<file path="src/rtl/spi_slave_wb.sv">
// SPI mode-0 slave with a one-byte RX and a one-byte TX buffer behind a byte-wide bus port.
// SPI pins are oversampled and edge-detected in the clk domain; sclk must not exceed clk/8.
module spi_slave_wb #(
    parameter int unsigned SYNC_STAGES = 2,
    parameter logic [7:0]  TX_IDLE     = 8'hFF
) (
    input  logic       clk,
    input  logic       rst,
    input  logic       i_wb_cyc,
    input  logic       i_wb_we,
    input  logic       i_wb_adr,
    input  logic [7:0] i_wb_dat,
    output logic [7:0] o_wb_dat,
    output logic       o_wb_ack,
    output logic       o_int,
    input  logic       i_sclk,
    input  logic       i_cs_n,
    input  logic       i_mosi,
    output logic       o_miso
);
    localparam int unsigned DW = 8;
    localparam int unsigned CW = 3;

    typedef enum logic {ST_IDLE, ST_FRAME} state_t;

    state_t state, state_nxt;

    logic [SYNC_STAGES-1:0] sclk_sync, cs_sync, mosi_sync;
    logic                   sclk_h, cs_h;
    logic                   sclk_s, cs_s, mosi_s;
    logic                   cs_fall, sclk_rise, sclk_fall, in_frame;
    logic                   bit_rise, byte_done, tx_load, tx_step;

    logic [CW-1:0] bit_cnt;
    logic [DW-2:0] rx_shift;
    logic [DW-1:0] rx_data;
    logic [DW-1:0] tx_shift;
    logic [DW-1:0] tx_buf;
    logic [DW-1:0] load_val;
    logic [DW-1:0] status;
    logic          rx_valid, tx_valid, overrun, int_en;
    logic          ack_cyc, rd_data, wr_data, wr_ctrl;

    // Pin synchronisers. cs_n resets low so a host still holding cs_n low
    // through reset does not look like a fresh frame start.
    always_ff @(posedge clk or posedge rst) begin
        if (rst) begin
            sclk_sync <= '0;
            cs_sync   <= '0;
            mosi_sync <= '0;
            sclk_h    <= 1'b0;
            cs_h      <= 1'b0;
        end else begin
            sclk_sync <= {sclk_sync[SYNC_STAGES-2:0], i_sclk};
            cs_sync   <= {cs_sync[SYNC_STAGES-2:0], i_cs_n};
            mosi_sync <= {mosi_sync[SYNC_STAGES-2:0], i_mosi};
            sclk_h    <= sclk_s;
            cs_h      <= cs_s;
        end
    end

    assign sclk_s    = sclk_sync[SYNC_STAGES-1];
    assign cs_s      = cs_sync[SYNC_STAGES-1];
    assign mosi_s    = mosi_sync[SYNC_STAGES-1];
    assign cs_fall   = cs_h & ~cs_s;
    assign sclk_rise = ~sclk_h & sclk_s;
    assign sclk_fall = sclk_h & ~sclk_s;

    // Frame tracking: a frame exists only after an observed cs_n falling edge.
    always_ff @(posedge clk or posedge rst) begin
        if (rst) begin
            state <= ST_IDLE;
        end else begin
            state <= state_nxt;
        end
    end

    always_comb begin
        state_nxt = state;
        case (state)
            ST_IDLE:  if (cs_fall) state_nxt = ST_FRAME;
            ST_FRAME: if (cs_s)    state_nxt = ST_IDLE;
            default:  state_nxt = ST_IDLE;
        endcase
    end

    assign in_frame  = (state == ST_FRAME) & ~cs_s;
    assign bit_rise  = in_frame & sclk_rise;
    assign byte_done = bit_rise & (bit_cnt == CW'(DW - 1));
    assign tx_load   = cs_fall | (in_frame & sclk_fall & (bit_cnt == '0));
    assign tx_step   = in_frame & sclk_fall & (bit_cnt != '0);
    assign load_val  = tx_valid ? tx_buf : TX_IDLE;

    // Bus decode; side effects happen only in the ack cycle.
    assign ack_cyc = o_wb_ack & i_wb_cyc;
    assign rd_data = ack_cyc & ~i_wb_we & ~i_wb_adr;
    assign wr_data = ack_cyc & i_wb_we & ~i_wb_adr;
    assign wr_ctrl = ack_cyc & i_wb_we & i_wb_adr;
    assign status  = {5'b0, overrun, tx_valid, rx_valid};

    // Receive shifter and bit counter; leaving the frame discards a partial byte.
    always_ff @(posedge clk or posedge rst) begin
        if (rst) begin
            bit_cnt  <= '0;
            rx_shift <= '0;
            rx_data  <= '0;
        end else begin
            if (!in_frame) begin
                bit_cnt <= '0;
            end else if (bit_rise) begin
                bit_cnt <= bit_cnt + CW'(1);
            end
            if (bit_rise) begin
                rx_shift <= {rx_shift[DW-3:0], mosi_s};
            end
            if (byte_done) begin
                rx_data <= {rx_shift, mosi_s};
            end
        end
    end

    // Status flags; a new byte wins over a clearing read in the same cycle.
    always_ff @(posedge clk or posedge rst) begin
        if (rst) begin
            rx_valid <= 1'b0;
            overrun  <= 1'b0;
            int_en   <= 1'b1;
        end else begin
            if (byte_done) begin
                rx_valid <= 1'b1;
            end else if (rd_data) begin
                rx_valid <= 1'b0;
            end
            if (byte_done && rx_valid && !rd_data) begin
                overrun <= 1'b1;
            end else if (wr_ctrl && i_wb_dat[0]) begin
                overrun <= 1'b0;
            end
            if (wr_ctrl) begin
                int_en <= i_wb_dat[1];
            end
        end
    end

    // Transmit side; a bus write racing a boundary load stays pending.
    always_ff @(posedge clk or posedge rst) begin
        if (rst) begin
            tx_shift <= '0;
            tx_buf   <= '0;
            tx_valid <= 1'b0;
            o_miso   <= 1'b0;
        end else begin
            if (tx_load) begin
                tx_shift <= load_val;
                o_miso   <= load_val[DW-1];
            end else if (tx_step) begin
                tx_shift <= {tx_shift[DW-2:0], 1'b0};
                o_miso   <= tx_shift[DW-2];
            end else if (!in_frame) begin
                o_miso   <= 1'b0;
            end
            if (wr_data) begin
                tx_buf   <= i_wb_dat;
                tx_valid <= 1'b1;
            end else if (tx_load) begin
                tx_valid <= 1'b0;
            end
        end
    end

    // Bus handshake: one-cycle ack, read data captured as ack is raised.
    always_ff @(posedge clk or posedge rst) begin
        if (rst) begin
            o_wb_ack <= 1'b0;
            o_wb_dat <= '0;
        end else begin
            o_wb_ack <= i_wb_cyc & ~o_wb_ack;
            if (i_wb_cyc && !o_wb_ack) begin
                o_wb_dat <= i_wb_adr ? status : rx_data;
            end
        end
    end

    assign o_int = rx_valid & int_en;

endmodule
</file>
<file path="config.mk">
export PLATFORM = sky130hd
export DESIGN_NAME = spi_slave_wb
export DESIGN_NICKNAME = d
export VERILOG_FILES = /design/src/rtl/spi_slave_wb.sv
export SDC_FILE = /design/constraint.sdc
export NUM_CORES = 1
export LEC_CHECK = 0
export BUFFER_PORTS_ARGS = -buffer_cell sky130_fd_sc_hd__buf_4
export CAP_MARGIN = 20
export CORE_MARGIN = 3
export CORE_UTILIZATION = 56
export DETAILED_ROUTE_END_ITERATION = 12
export PLACE_DENSITY = 0.81
export SETUP_SLACK_MARGIN = 0.02
export SYNTH_ARGS = -nofsm -noshare
export SYNTH_HDL_FRONTEND = slang
export SYNTH_SLANG_ARGS = --single-unit
</file>
<file path="constraint.sdc">
create_clock -name clk -period 3.5 [get_ports clk]
set_input_delay 0.35 -clock clk [delete_from_list [all_inputs] [get_ports clk]]
set_output_delay 0.35 -clock clk [all_outputs]
set_load 0.02 [all_outputs]
</file>
==> out/qor.log, run 1 <==
[detailed_routing] DRC violation count after routing 0
[grt] pin count of the biggest net entering global routing 57
[synth] Yosys warning total 0
[worst_setup_path] start-to-end type of the worst setup path flip-flop to flip-flop
[detailed_routing] WL met2 1870 um
[worst_setup_path] Crit path largest cell delay 420 ps
[final_layout] synthesis-to-finish area growth 14.4%
[grt] overflow left after global routing 0
[clocking] number of gates resized after cts 0
[timing] Fin Setup TNS 0 ps
[die] top-level I/O count 27
[grt] total global routing track utilization 17.1%
[worst_setup_path] slowest cell on the critical path dfrtp_1
[final_layout] share of cells above drive strength 1 30.5%
[hold_path] end point of the most critical hold path sclk_sync[0]
[synth] number of standard cells after synthesis 183
[place] gpl congestion 0.793
[synth] mean cell area of the mapped netlist 12.7 um^2
[worst_setup_path] CP required 3690 ps
[pwr] internal power 0.000923 W
[worst_setup_path] worst-case register-to-register setup slack 1870 ps
[place] number of port buffers 26
[detailed_routing] DRT antenna net count 0
[pwr] Gate power share 10.8%
[timing] Final Cycle Share 46.6%
[detailed_routing] routed metal-1 wirelength 1630 um
[final_layout] number of fillers in the final layout 291
[job] max-cap violations 0
[synth] count of cell types in the netlist 32
[worst_setup_path] nature of the critical path endpoint flip-flop
[timing] final max-slew violation count 0
[detailed_routing] detail-routed net length per standard cell 14.4 um
[timing] worst hold margin 148 ps
[die] Row Count 22
[die] Die Ht 70.4 um
[synth] number of nets produced by synthesis 202
[detailed_routing] drt via density 5.40
[timing] fin crit period 1630 ps
[detailed_routing] vias 1410
[die] initial core utilization 60.7%
[place] placed wire-length estimate 2760 um
[final_layout] Final #Nets 231
[clocking] TritonCTS clock tree done
[pwr] net load switching power 0.000292 W
[pwr] static leakage 1.28 nW
[timing] Setup-failing EPs final 0
[timing] worst-case headroom to the max-slew limit 47.9%
[worst_setup_path] kind of start point of the critical path flip-flop
[worst_setup_path] cell-by-cell listing of the critical path nand2b_1 > nor2b_4 > nand2_8 > mux2_4
[synth] leading cell type by number of instances after synthesis dfrtp_1
[pwr] Flop pwr share 61.9%
[worst_setup_path] worst flop-to-flop path endpoint rx_data[5]
[place] post-detailed-placement cell area 2540 um^2
[detailed_routing] highest signal layer in the routed design met4
[hold_path] worst hold path type input pin to flip-flop
[hold_path] cell depth of the worst hold path 1
[worst_setup_path] worst r2r path cells 4
[die] horizontal die dimension 70.4 um
[clocking] maximum level of the CTS H-tree 2
[synth] total of flip-flops plus latches after synthesis 56
[pwr] switching power share of the total 24.0%
[synth] fraction of post-synthesis cell area in the top cell type by area 59.3%
[clocking] maximum buffer depth of the clock tree 2
[grt] vias in the first global route 1419
[pwr] PD cells 457 nW/um^2
[die] total core area 3830 um^2
[timing] worst setup skew after layout 11.8 ps
[final_layout] antenna diode count 0
[worst_setup_path] launching point of the worst reg2reg path cs_sync[1]
[worst_setup_path] highest fanout seen on the critical path 10
[synth] largest area contributor in the synthesized netlist dfrtp_1
[pwr] VDD IR-drop max 0.286 mV
[grt] number of antenna violations at the first check in global routing 0
[synth] EDFF count, synth 0
[timing] transition time at the pin with the least slew margin 780 ps
[clocking] number of buffers created by CTS 5
[synth] dominant cells by area after synthesis dfrtp_1, mux2_2, mux2_4
[synth] cell area after synthesis 2320 um^2
[worst_setup_path] arrival time of data at the critical path endpoint 1820 ps
[die] area enclosed by the die boundary 4960 um^2
[final_layout] fin util 69.4%
[hold_path] launch instance of the worst min-delay path i_sclk
[synth] post-synthesis sequential area ratio 60.4%
[detailed_routing] routed length on met3 178 um
[detailed_routing] number of iterations in the first detailed-routing pass 4
[detailed_routing] total wire length after detailed routing 3760 um
[timing] max frequency 614 MHz
[clocking] CTS sink count 56
[timing] Hold Fails Final Rpt 0
[synth] most used flip-flop cell after synthesis dfrtp_1
[clocking] worst-skew pair later-pin latency 310 ps
[clocking] cell at the root of the clock tree clkbuf_8
[detailed_routing] DR iter-0 viols 89
[grt] global-route wire length before repair 6570 um
[run_status] run status complete, no violations
[timing] RSZ-0062 raised after global routing false
[clocking] post-CTS clock slew at the launch and capture registers of the worst setup and hold paths 90 ps
[pwr] proportion of power drawn by the clock network 27.3%
[synth] commonest cells in the netlist dfrtp_1, nand2_1, mux2_2
[final_layout] finished layout cell area 2660 um^2
[synth] Async S/R FF share, synth 100%
==> stage by stage <==
| step | power, W | setup slack [ps] | std cells |
|---|---|---|---|
| after CTS | 0.00122 | 1860 | 259 |
| after floorplan | 0.000845 | 1780 | 183 |
| after global routing | 0.00128 | 1750 | 261 |
| after detailed placement | 0.000894 | 1870 | 251 |
| after global placement | 0.000883 | 1910 | 251 |
| final | 0.00121 | 1870 | 261 |
==> cell type report <==
type | instances | area [um^2] | share of cell area, %
flip-flops and latches | 56 | 1400 | 52.8
multi-input cells | 116 | 868 | 32.7
repair buffers | 28 | 225 | 8.48
clock buffers | 7 | 76.3 | 2.87
well taps | 48 | 60.1 | 2.26
inverters | 5 | 18.8 | 0.707
clock inverters | 1 | 5.00 | 0.188
==> power groups by stage <==
stage                     Sequential, W  Combinational [W]  Clock (W)
after floorplan                0.000756          0.0000896          0
after global placement         0.000761           0.000123          0
after detailed placement       0.000765           0.000130          0
after CTS                      0.000752           0.000129   0.000342
after global routing           0.000762           0.000146   0.000371
final                          0.000752           0.000131   0.000332
==> worst max path at each step <==
stage	from	to	slack, ps	cells after the start
after floorplan	rst	bit_cnt[0]	1780	1
after CTS	cs_sync[1]	rx_data[4]	1860	4
after global placement	cs_sync[1]	rx_data[5]	1910	4
after global routing	bit_cnt[0]	tx_shift[2]	1750	6
final	cs_sync[1]	rx_data[5]	1870	4
after detailed placement	cs_sync[1]	rx_data[0]	1870	4
==> state kept, by name (all words and copies together) (netlist names) <==
| name | count |
|---|---|
| o_wb_dat | 8 |
| rx_data | 8 |
| tx_buf | 8 |
| rx_shift | 7 |
| tx_shift | 7 |
| bit_cnt | 3 |
| cs_sync | 2 |
| mosi_sync | 2 |
| sclk_sync | 2 |
| cs_h | 1 |
| int_en | 1 |
| o_miso | 1 |
| o_wb_ack | 1 |
| overrun | 1 |
| rx_valid | 1 |
| sclk_h | 1 |
| state | 1 |
| tx_valid | 1 |
==> cells by family (layout without fill, tap and decap cells) <==
group                      count (synthesis)  in the layout  share of synthesized area, %
AOI/OAI and AO/OA                         25             25                          6.47
xor gates and xnor gates                   1              1                         0.377
adders and majority gates                  3              3                          1.62
buffers and inverters                     11             41                          2.21
DFF                                       56             56                          60.4
muxes                                     27             27                          14.2
and+or+nand+nor                           60             60                          14.8
==> placed cells by master, fill, tap and decap left out <==
cell / instances
buf_4: 26
buf_12: 1
nand2_1: 18
and2_1: 1
inv_1: 4
clkbuf_1: 2
nand4_1: 1
o31ai_1: 7
a21oi_1: 2
mux2_4: 8
nand2b_1: 7
clkinv_2: 1
o2bb2ai_1: 1
nor2_1: 13
mux2i_1: 4
mux2_2: 15
or2_2: 2
o21ai_0: 13
dfrtp_1: 55
dlygate4sd3_1: 1
and2b_2: 1
nor4b_1: 1
nand3_1: 1
inv_2: 1
ha_1: 3
a31oi_1: 1
o21bai_1: 1
nor3b_1: 7
dfstp_2: 1
nand2_8: 1
nor2b_4: 2
clkbuf_8: 5
nor2b_1: 4
xnor2_1: 1
and3b_2: 1
==> repair_timing <==
action / in CTS / in global routing
hold buffers: 0 / 1
endpoints found under the hold margin: 0 / 10
buffers inserted: 0 / 0
setup endpoints to repair: 0 / 0
==> metal layers <==
layer  GRT usage, %  up-vias
met1           21.7      693
met4           7.66        0
met5              0        -
met2           26.7       31
met3           5.47        8
li1               -      678
==> critical path, delay by kind of cell, from the launching register on <==
family        cells  cell delay (ps)
flops             1              420
mux               1              310
simple gates      3              780
Note: power is estimated with default switching activity, not from simulation.
==> run 2, diff against run 1 <==
Settings changed: ABC_AREA set to 1, CORE_UTILIZATION 56 to 51, PLACE_DENSITY 0.81 to 0.78.
Clock period 3.5 ns to 1.3 ns, I/O delays scaled along.
==> run 2 against run 1 <==
The run now ends with setup timing left. Sequential power rose to 2.8 times the previous value. Highest routed layer unchanged. First-iteration DRC count rose by 3.4%. Count of clock-buffer cells in the layout fell by 1. Critical endpoint is now bit_cnt[1]. Combinational power rose to 4.0 times the previous value. Largest cell class unchanged. Clock power rose to 2.9 times the previous value. Clock skew fell by 7.0 ps. Sequential share of layout area fell by 4.8 points. Register-to-register slack got worse by 1900 ps. Cell count rose by 36%.
==> out/qor.log, run 2 <==
[run_status] run status complete, but fails checks [was complete, no violations]
[run_status] violations in the final reports setup timing
[pwr] Flop pwr share 58.2% [was 61.9%]
[timing] max frequency 766 MHz [was 614 MHz]
[final_layout] most common cell after layout, fill and taps aside nand2_1 [was dfrtp_1]
[pwr] switching power share of the total 27.1% [was 24.0%]
[detailed_routing] detail-routed net length per standard cell 12.7 um [was 14.4 um]
[timing] transition time at the pin with the least slew margin 382 ps [was 780 ps]
[detailed_routing] DR iter-0 viols 92 [was 89]
[grt] global-route wire length before repair 7070 um [was 6570 um]
[worst_setup_path] CP required 1520 ps [was 3690 ps]
[worst_setup_path] worst setup path startpoint cs_sync[1] [unchanged]
[grt] number of antenna violations at the first check in global routing 0 [unchanged]
[final_layout] biggest regs o_wb_dat: 8 flops, rx_data: 8 flops, tx_buf: 8 flops [unchanged]
[detailed_routing] total wire length after detailed routing 4520 um [was 3760 um]
[timing] Setup-failing EPs final 1 [was 0]
[die] top-level I/O count 27 [unchanged]
[worst_setup_path] worst-case register-to-register setup slack -5 ps [was 1870 ps]
[synth] Yosys warning total 0 [unchanged]
[detailed_routing] DRT antenna net count 0 [unchanged]
[synth] Async S/R FF share, synth 100% [unchanged]
[die] Row Count 24 [was 22]
[synth] EDFF count, synth 0 [unchanged]
[worst_setup_path] highest fanout seen on the critical path 5 [was 10]
[timing] final max-slew violation count 0 [unchanged]
[pwr] Gate power share 14.7% [was 10.8%]
[pwr] internal power 0.00262 W [was 0.000923 W]
[clocking] maximum buffer depth of the clock tree 2 [unchanged]
[timing] Fin Setup TNS -5.03 ps [was 0 ps]
[synth] leading cell type by number of instances after synthesis nand2_1 [was dfrtp_1]
[pwr] static leakage 1.51 nW [was 1.28 nW]
[timing] worst setup skew after layout 4.77 ps [was 11.8 ps]
[grt] total global routing track utilization 16.7% [was 17.1%]
[pwr] VDD IR-drop max 0.791 mV [was 0.286 mV]
[final_layout] finished layout cell area 2920 um^2 [was 2660 um^2]
[synth] dominant cells by area after synthesis dfrtp_1, nand2_1, o21ai_0 [was dfrtp_1, mux2_2, mux2_4]
[final_layout] synthesis-to-finish area growth 23.4% [was 14.4%]
[clocking] maximum level of the CTS H-tree 2 [unchanged]
[place] number of port buffers 26 [unchanged]
[timing] worst-case headroom to the max-slew limit 74.5% [was 47.9%]
[worst_setup_path] worst r2r path cells 5 [was 4]
[clocking] TritonCTS clock tree done [unchanged]
[place] gpl congestion 0.848 [was 0.793]
[synth] total of flip-flops plus latches after synthesis 56 [unchanged]
[detailed_routing] drt via density 5.10 [was 5.40]
[die] initial core utilization 53.6% [was 60.7%]
[pwr] net load switching power 0.000972 W [was 0.000292 W]
[die] Die Ht 74.1 um [was 70.4 um]
[synth] post-synthesis sequential area ratio 59.2% [was 60.4%]
[final_layout] commonest non-fill, non-tap cells in the layout nand2_1, dfrtp_1, buf_4 [was dfrtp_1, buf_4, nand2_1]
[pwr] post-route total power 0.00359 W [was 0.00121 W]
[clocking] CTS sink count 56 [unchanged]
[timing] Final Cycle Share 100% [was 46.6%]
[synth] largest area contributor in the synthesized netlist dfrtp_1 [unchanged]
[synth] cell area after synthesis 2370 um^2 [was 2320 um^2]
[grt] vias in the first global route 1666 [was 1419]
[die] total core area 4410 um^2 [was 3830 um^2]
[worst_setup_path] end point of the critical path bit_cnt[1] [was rx_data[5]]
[synth] count of cell types in the netlist 25 [was 32]
[worst_setup_path] launching point of the worst reg2reg path cs_sync[1] [unchanged]
[synth] number of nets produced by synthesis 275 [was 202]
[pwr] PD cells 1230 nW/um^2 [was 457 nW/um^2]
[final_layout] share of cells above drive strength 1 23.4% [was 30.5%]
[hold_path] cell depth of the worst hold path 3 [was 1]
[clocking] number of buffers created by CTS 5 [unchanged]
[synth] most used flip-flop cell after synthesis dfrtp_1 [unchanged]
[worst_setup_path] arrival time of data at the critical path endpoint 1520 ps [was 1820 ps]
[hold_path] worst hold path type input pin to flip-flop [unchanged]
[grt] overflow left after global routing 0 [unchanged]
[clocking] post-CTS clock slew at the launch and capture registers of the worst setup and hold paths 90 ps [about the same]
[die] area enclosed by the die boundary 5500 um^2 [was 4960 um^2]
[final_layout] Final #Nets 322 [was 231]
[detailed_routing] vias 1817 [was 1410]
[place] post-detailed-placement cell area 2670 um^2 [was 2540 um^2]
[grt] pin count of the biggest net entering global routing 25 [was 57]
[pwr] proportion of power drawn by the clock network 27.1% [was 27.3%]
[worst_setup_path] worst flop-to-flop path endpoint bit_cnt[1] [was rx_data[5]]
[clocking] cell at the root of the clock tree clkbuf_8 [unchanged]
[synth] commonest cells in the netlist nand2_1, dfrtp_1, o21ai_0 [was dfrtp_1, nand2_1, mux2_2]
[detailed_routing] number of iterations in the first detailed-routing pass 4 [unchanged]
[worst_setup_path] start-to-end type of the worst setup path flip-flop to flip-flop [unchanged]
[final_layout] antenna diode count 0 [unchanged]
[worst_setup_path] kind of start point of the critical path flip-flop [unchanged]
[die] horizontal die dimension 74.1 um [was 70.4 um]
[worst_setup_path] nature of the critical path endpoint flip-flop [unchanged]
[timing] Hold Fails Final Rpt 0 [unchanged]
[clocking] worst-skew pair later-pin latency 310 ps [about the same]
[place] placed wire-length estimate 3120 um [was 2760 um]
[timing] fin crit period 1310 ps [was 1630 ps]
[job] max-cap violations 0 [unchanged]
[synth] fraction of post-synthesis cell area in the top cell type by area 58.1% [was 59.3%]
[synth] number of standard cells after synthesis 256 [was 183]
[synth] mean cell area of the mapped netlist 9.25 um^2 [was 12.7 um^2]
[detailed_routing] DRC violation count after routing 0 [unchanged]
[timing] RSZ-0062 raised after global routing true [was false]
[timing] setup slack after layout -5.03 ps [was 1870 ps]
-- run 2: cell count changes after synthesis, moves of 7 or more --
cell,change
nand3_1,+15
mux2_2,-15
inv_1,+16
o31ai_1,-7
mux2_4,-8
nor3b_1,-7
nand2_1,+69
o21ai_0,+14
nand2b_1,-7
-- run 2: what timing repair did --
item | in CTS | in global routing
resized for setup | 2 | 14
buffers inserted | 0 | 4
setup endpoints to repair | 11 | 16
pin swaps | 1 | 4
hold buffers | 4 | 0
cloned | 1 | 2
endpoints found under the hold margin | 15 | 0
-- run 2: worst min-delay path by stage --
| stage | endpoint | slack, ps | start |
|---|---|---|---|
| 6_report | tx_buf[4] | 40 | i_wb_dat[4] |
| 4_1_cts | tx_buf[3] | 40 | i_wb_dat[3] |
| 3_5_place_dp | mosi_sync[1] | 140 | rst |
| 5_1_grt | tx_buf[5] | 60 | i_wb_dat[5] |
| 3_3_place_gp | mosi_sync[0] | 140 | rst |
| 2_1_floorplan | cs_sync[0] | 160 | i_cs_n |
-- run 2: stage by stage --
| step | cells | utilization, % | setup slack [ps] | hold slack [ps] |
|---|---|---|---|---|
| after floorplan | 256 | - | 87.9 | 161 |
| after global placement | 337 | 60.5 | 20.6 | 138 |
| after detailed placement | 337 | 60.5 | -50.2 | 144 |
| after CTS | 350 | 63.8 | 48.2 | 42.6 |
| after global routing | 356 | 66.2 | -85.1 | 56.5 |
| final | 356 | 66.2 | -5.03 | 38.2 |
-- run 2: kinds of logic (layout without fill, tap and decap cells) --
group,count (synthesis),count (layout),share of synthesized area (%)
AND/OR/NAND/NOR,130,132,24.6
buffers and inverters,28,74,5.60
flip-flops,56,56,59.2
adder cells (fa/ha/maj),3,3,1.59
AO/OA/AOI/OAI,39,39,8.93
-- run 2: worst max-delay path: stages, from the launching register on --
cell     delay (ps)
dfrtp_1         420
nor2_4          150
buf_12          130
buf_4           120
o21ai_0         140
o21ai_0         250
-- run 2: metal layers --
layer | wire length [um] | vias to the layer above | track usage [%]
met3 | 185 | 7 | 3.38
met2 | 2160 | 34 | 26.7
met1 | 2090 | 864 | 22.5
li1 | - | 912 | -
met4 | 80 | 0 | 6.64
met5 | 0 | - | 0
-- run 2: final cells by class --
| cell class | instances | area (um^2) |
|---|---|---|
| Clock buffer | 6 | 82.6 |
| Clock inverter | 2 | 10.0 |
| Fill cell | 349 | 1490 |
| Inverter | 23 | 96.3 |
| Multi-Input combinational cell | 174 | 881 |
| Sequential cell | 56 | 1400 |
| Tap cell | 52 | 65.1 |
| Timing Repair Buffer | 42 | 375 |
| Timing Repair inverter | 1 | 7.51 |
-- run 2: power by group through the flow --
stage                     Clock (W)  Combinational, W  Sequential [W]
after floorplan                   0          0.000310         0.00211
after global placement            0          0.000476         0.00212
after detailed placement          0          0.000491         0.00212
after CTS                  0.000982          0.000504         0.00209
after global routing        0.00103          0.000605         0.00212
final                      0.000972          0.000528         0.00209
==> run 3, diff against run 2 <==
Settings changed: CORE_UTILIZATION 51 to 56, PLACE_DENSITY 0.78 to 0.76, REMOVE_ABC_BUFFERS set to 1.
Clock period 1.3 ns to 1.7 ns, I/O delays scaled along.
==> run 3 against run 2 <==
The flow now finishes without violations. Clock power down 13%. Final area down 5.7%. Combinational power down 31%. Critical path depth up 1. Setup slack better by 320 ps. Fmax down 6.1%. Flip-flop and latch count unchanged. Total power down 22%. Die area down 8.2%. Critical path type unchanged.
==> out/qor.log, run 3 (synthesis results as in run 2) <==
[run_status] run status complete, no violations [was complete, but fails checks]
[hold_path] worst hold path type input pin to flip-flop [unchanged]
[worst_setup_path] kind of start point of the critical path flip-flop [unchanged]
[timing] transition time at the pin with the least slew margin 491 ps [was 382 ps]
[die] Row Count 23 [was 24]
[detailed_routing] detail-routed net length per standard cell 12.5 um [was 12.7 um]
[die] top-level I/O count 27 [unchanged]
[final_layout] antenna diode count 0 [unchanged]
[timing] worst-case headroom to the max-slew limit 67.2% [was 74.5%]
[final_layout] share of cells above drive strength 1 17.5% [was 23.4%]
[clocking] cell at the root of the clock tree clkbuf_8 [unchanged]
[grt] number of antenna violations at the first check in global routing 0 [unchanged]
[job] max-cap violations 0 [unchanged]
[clocking] number of buffers created by CTS 5 [unchanged]
[clocking] TritonCTS clock tree done [unchanged]
[timing] max frequency 719 MHz [was 766 MHz]
[pwr] Flop pwr share 56.9% [was 58.2%]
[place] gpl congestion 0.778 [was 0.848]
[place] number of port buffers 26 [unchanged]
[final_layout] Final #Nets 309 [was 322]
[detailed_routing] number of iterations in the first detailed-routing pass 4 [unchanged]
[grt] overflow left after global routing 0 [unchanged]
[detailed_routing] DR iter-0 viols 102 [was 92]
[grt] global-route wire length before repair 7420 um [was 7070 um]
[clocking] CTS sink count 56 [unchanged]
[pwr] PD cells 1020 nW/um^2 [was 1230 nW/um^2]
[place] placed wire-length estimate 2990 um [was 3120 um]
[detailed_routing] DRT antenna net count 0 [unchanged]
[final_layout] commonest non-fill, non-tap cells in the layout nand2_1, dfrtp_1, o21ai_0, buf_4, inv_1 [was nand2_1, dfrtp_1, buf_4]
[clocking] worst-skew pair later-pin latency 310 ps [about the same]
[detailed_routing] total wire length after detailed routing 4250 um [was 4520 um]
[timing] Hold Fails Final Rpt 0 [unchanged]
[final_layout] synthesis-to-finish area growth 16.3% [was 23.4%]
[timing] Setup-failing EPs final 0 [was 1]
[clocking] maximum level of the CTS H-tree 2 [unchanged]
[timing] final max-slew violation count 0 [unchanged]
[pwr] proportion of power drawn by the clock network 30.2% [was 27.1%]
[pwr] internal power 0.00208 W [was 0.00262 W]
[timing] Fin Setup TNS 0 ps [was -5.03 ps]
[grt] vias in the first global route 1662 [was 1666]
[pwr] net load switching power 0.000729 W [was 0.000972 W]
[die] area enclosed by the die boundary 5040 um^2 [was 5500 um^2]
[pwr] VDD IR-drop max 0.790 mV [was 0.791 mV]
[die] horizontal die dimension 71.0 um [was 74.1 um]
[final_layout] biggest regs o_wb_dat: 8 flops, rx_data: 8 flops, tx_buf: 8 flops [unchanged]
[clocking] maximum buffer depth of the clock tree 2 [unchanged]
[final_layout] final cell count without fillers 341 [was 356]
[worst_setup_path] highest fanout seen on the critical path 10 [was 5]
[pwr] switching power share of the total 25.9% [was 27.1%]
[final_layout] most common cell after layout, fill and taps aside nand2_1 [unchanged]
[clocking] post-CTS clock slew at the launch and capture registers of the worst setup and hold paths 100 ps [was 90 ps]
[place] Cell Count Post-Placement 329 [was 337]
[timing] fin crit period 1390 ps [was 1310 ps]
[die] Die Ht 71.0 um [was 74.1 um]
[grt] pin count of the biggest net entering global routing 40 [was 25]
[timing] RSZ-0062 raised after global routing false [was true]
[worst_setup_path] nature of the critical path endpoint flip-flop [unchanged]
[grt] total global routing track utilization 18.7% [was 16.7%]
[pwr] Gate power share 12.9% [was 14.7%]
[die] total core area 4030 um^2 [was 4410 um^2]
[worst_setup_path] start-to-end type of the worst setup path flip-flop to flip-flop [unchanged]
[worst_setup_path] CP required 1950 ps [was 1520 ps]
[clocking] Post-CTS Setup Repair Bufs 0 [unchanged]
[clocking] hold buffers post-CTS 4 [unchanged]
[final_layout] number of fillers in the final layout 332 [was 349]
[die] initial core utilization 58.8% [was 53.6%]
[timing] Final Cycle Share 81.8% [was 100%]
[worst_setup_path] arrival time of data at the critical path endpoint 1640 ps [was 1520 ps]
[pwr] static leakage 1.47 nW [was 1.51 nW]
[timing] worst setup skew after layout 10.9 ps [was 4.77 ps]
[clocking] number of gates resized after cts 0 [was 2]
[detailed_routing] vias 1719 [was 1817]
[detailed_routing] drt via density 5.04 [was 5.10]
[detailed_routing] DRC violation count after routing 0 [unchanged]
[run 3: layout make-up]
type / instances / area, um^2 / area share (%)
well taps: 50 / 62.6 / 2.27
flip-flops and latches: 56 / 1400 / 50.9
inverters: 23 / 86.3 / 3.13
clock buffers: 6 / 72.6 / 2.64
clock inverters: 2 / 35.0 / 1.27
multi-input cells: 172 / 832 / 30.2
repair buffers: 32 / 263 / 9.54
[run 3: worst paths after layout]
path / depth (start not counted) / slack, ps / startpoint / to
setup reg to reg: 6 / 310 / bit_cnt[1] / rx_data[2]
setup / recovery: 6 / 310 / bit_cnt[1] / rx_data[2]
hold reg to reg: 0 / 360 / cs_sync[0] / cs_sync[1]
max in group asynchronous: 4 / 690 / rst / int_en
hold / removal: 3 / 80 / i_wb_dat[4] / tx_buf[4]
min in group asynchronous: 3 / 420 / rst / tx_shift[4]
[run 3: worst max-delay path, stage by stage, from the launching register on]
cell and delay (ps):
dfrtp_1 360, ha_1 150, ha_1 140, clkinv_1 230, nor2_4 290, nand2_1 80
nand2_1 70
[run 3: power groups by stage]
stage	logic, W	clock network, W	registers, W
after detailed placement	0.000358	0	0.00163
after floorplan	0.000229	0	0.00161
after CTS	0.000367	0.000867	0.00160
after global placement	0.000350	0	0.00162
final	0.000362	0.000850	0.00160
after global routing	0.000418	0.000914	0.00162
[run 3: through the flow]
step | setup slack, ps | total power, W | area, um^2 | utilization [%] | hold slack [ps]
floorplan | 160 | 0.00184 | 2320 | - | 201
global placement | 409 | 0.00197 | 2610 | 64.7 | 188
detailed placement | 321 | 0.00199 | 2610 | 64.7 | 191
CTS | 295 | 0.00283 | 2750 | 68.4 | 78.2
global route | 175 | 0.00296 | 2750 | 68.4 | 92.2
finish | 310 | 0.00281 | 2750 | 68.4 | 83.8
[run 3: metal layers]
| layer | vias to the layer above | share of wire (%) | track usage, % |
|---|---|---|---|
| met5 | - | 0 | 0 |
| met3 | 5 | 3.9 | 4.83 |
| met2 | 25 | 46 | 28.8 |
| met1 | 807 | 49 | 25.9 |
| met4 | 0 | 1.5 | 6.89 |
| li1 | 882 | - | - |
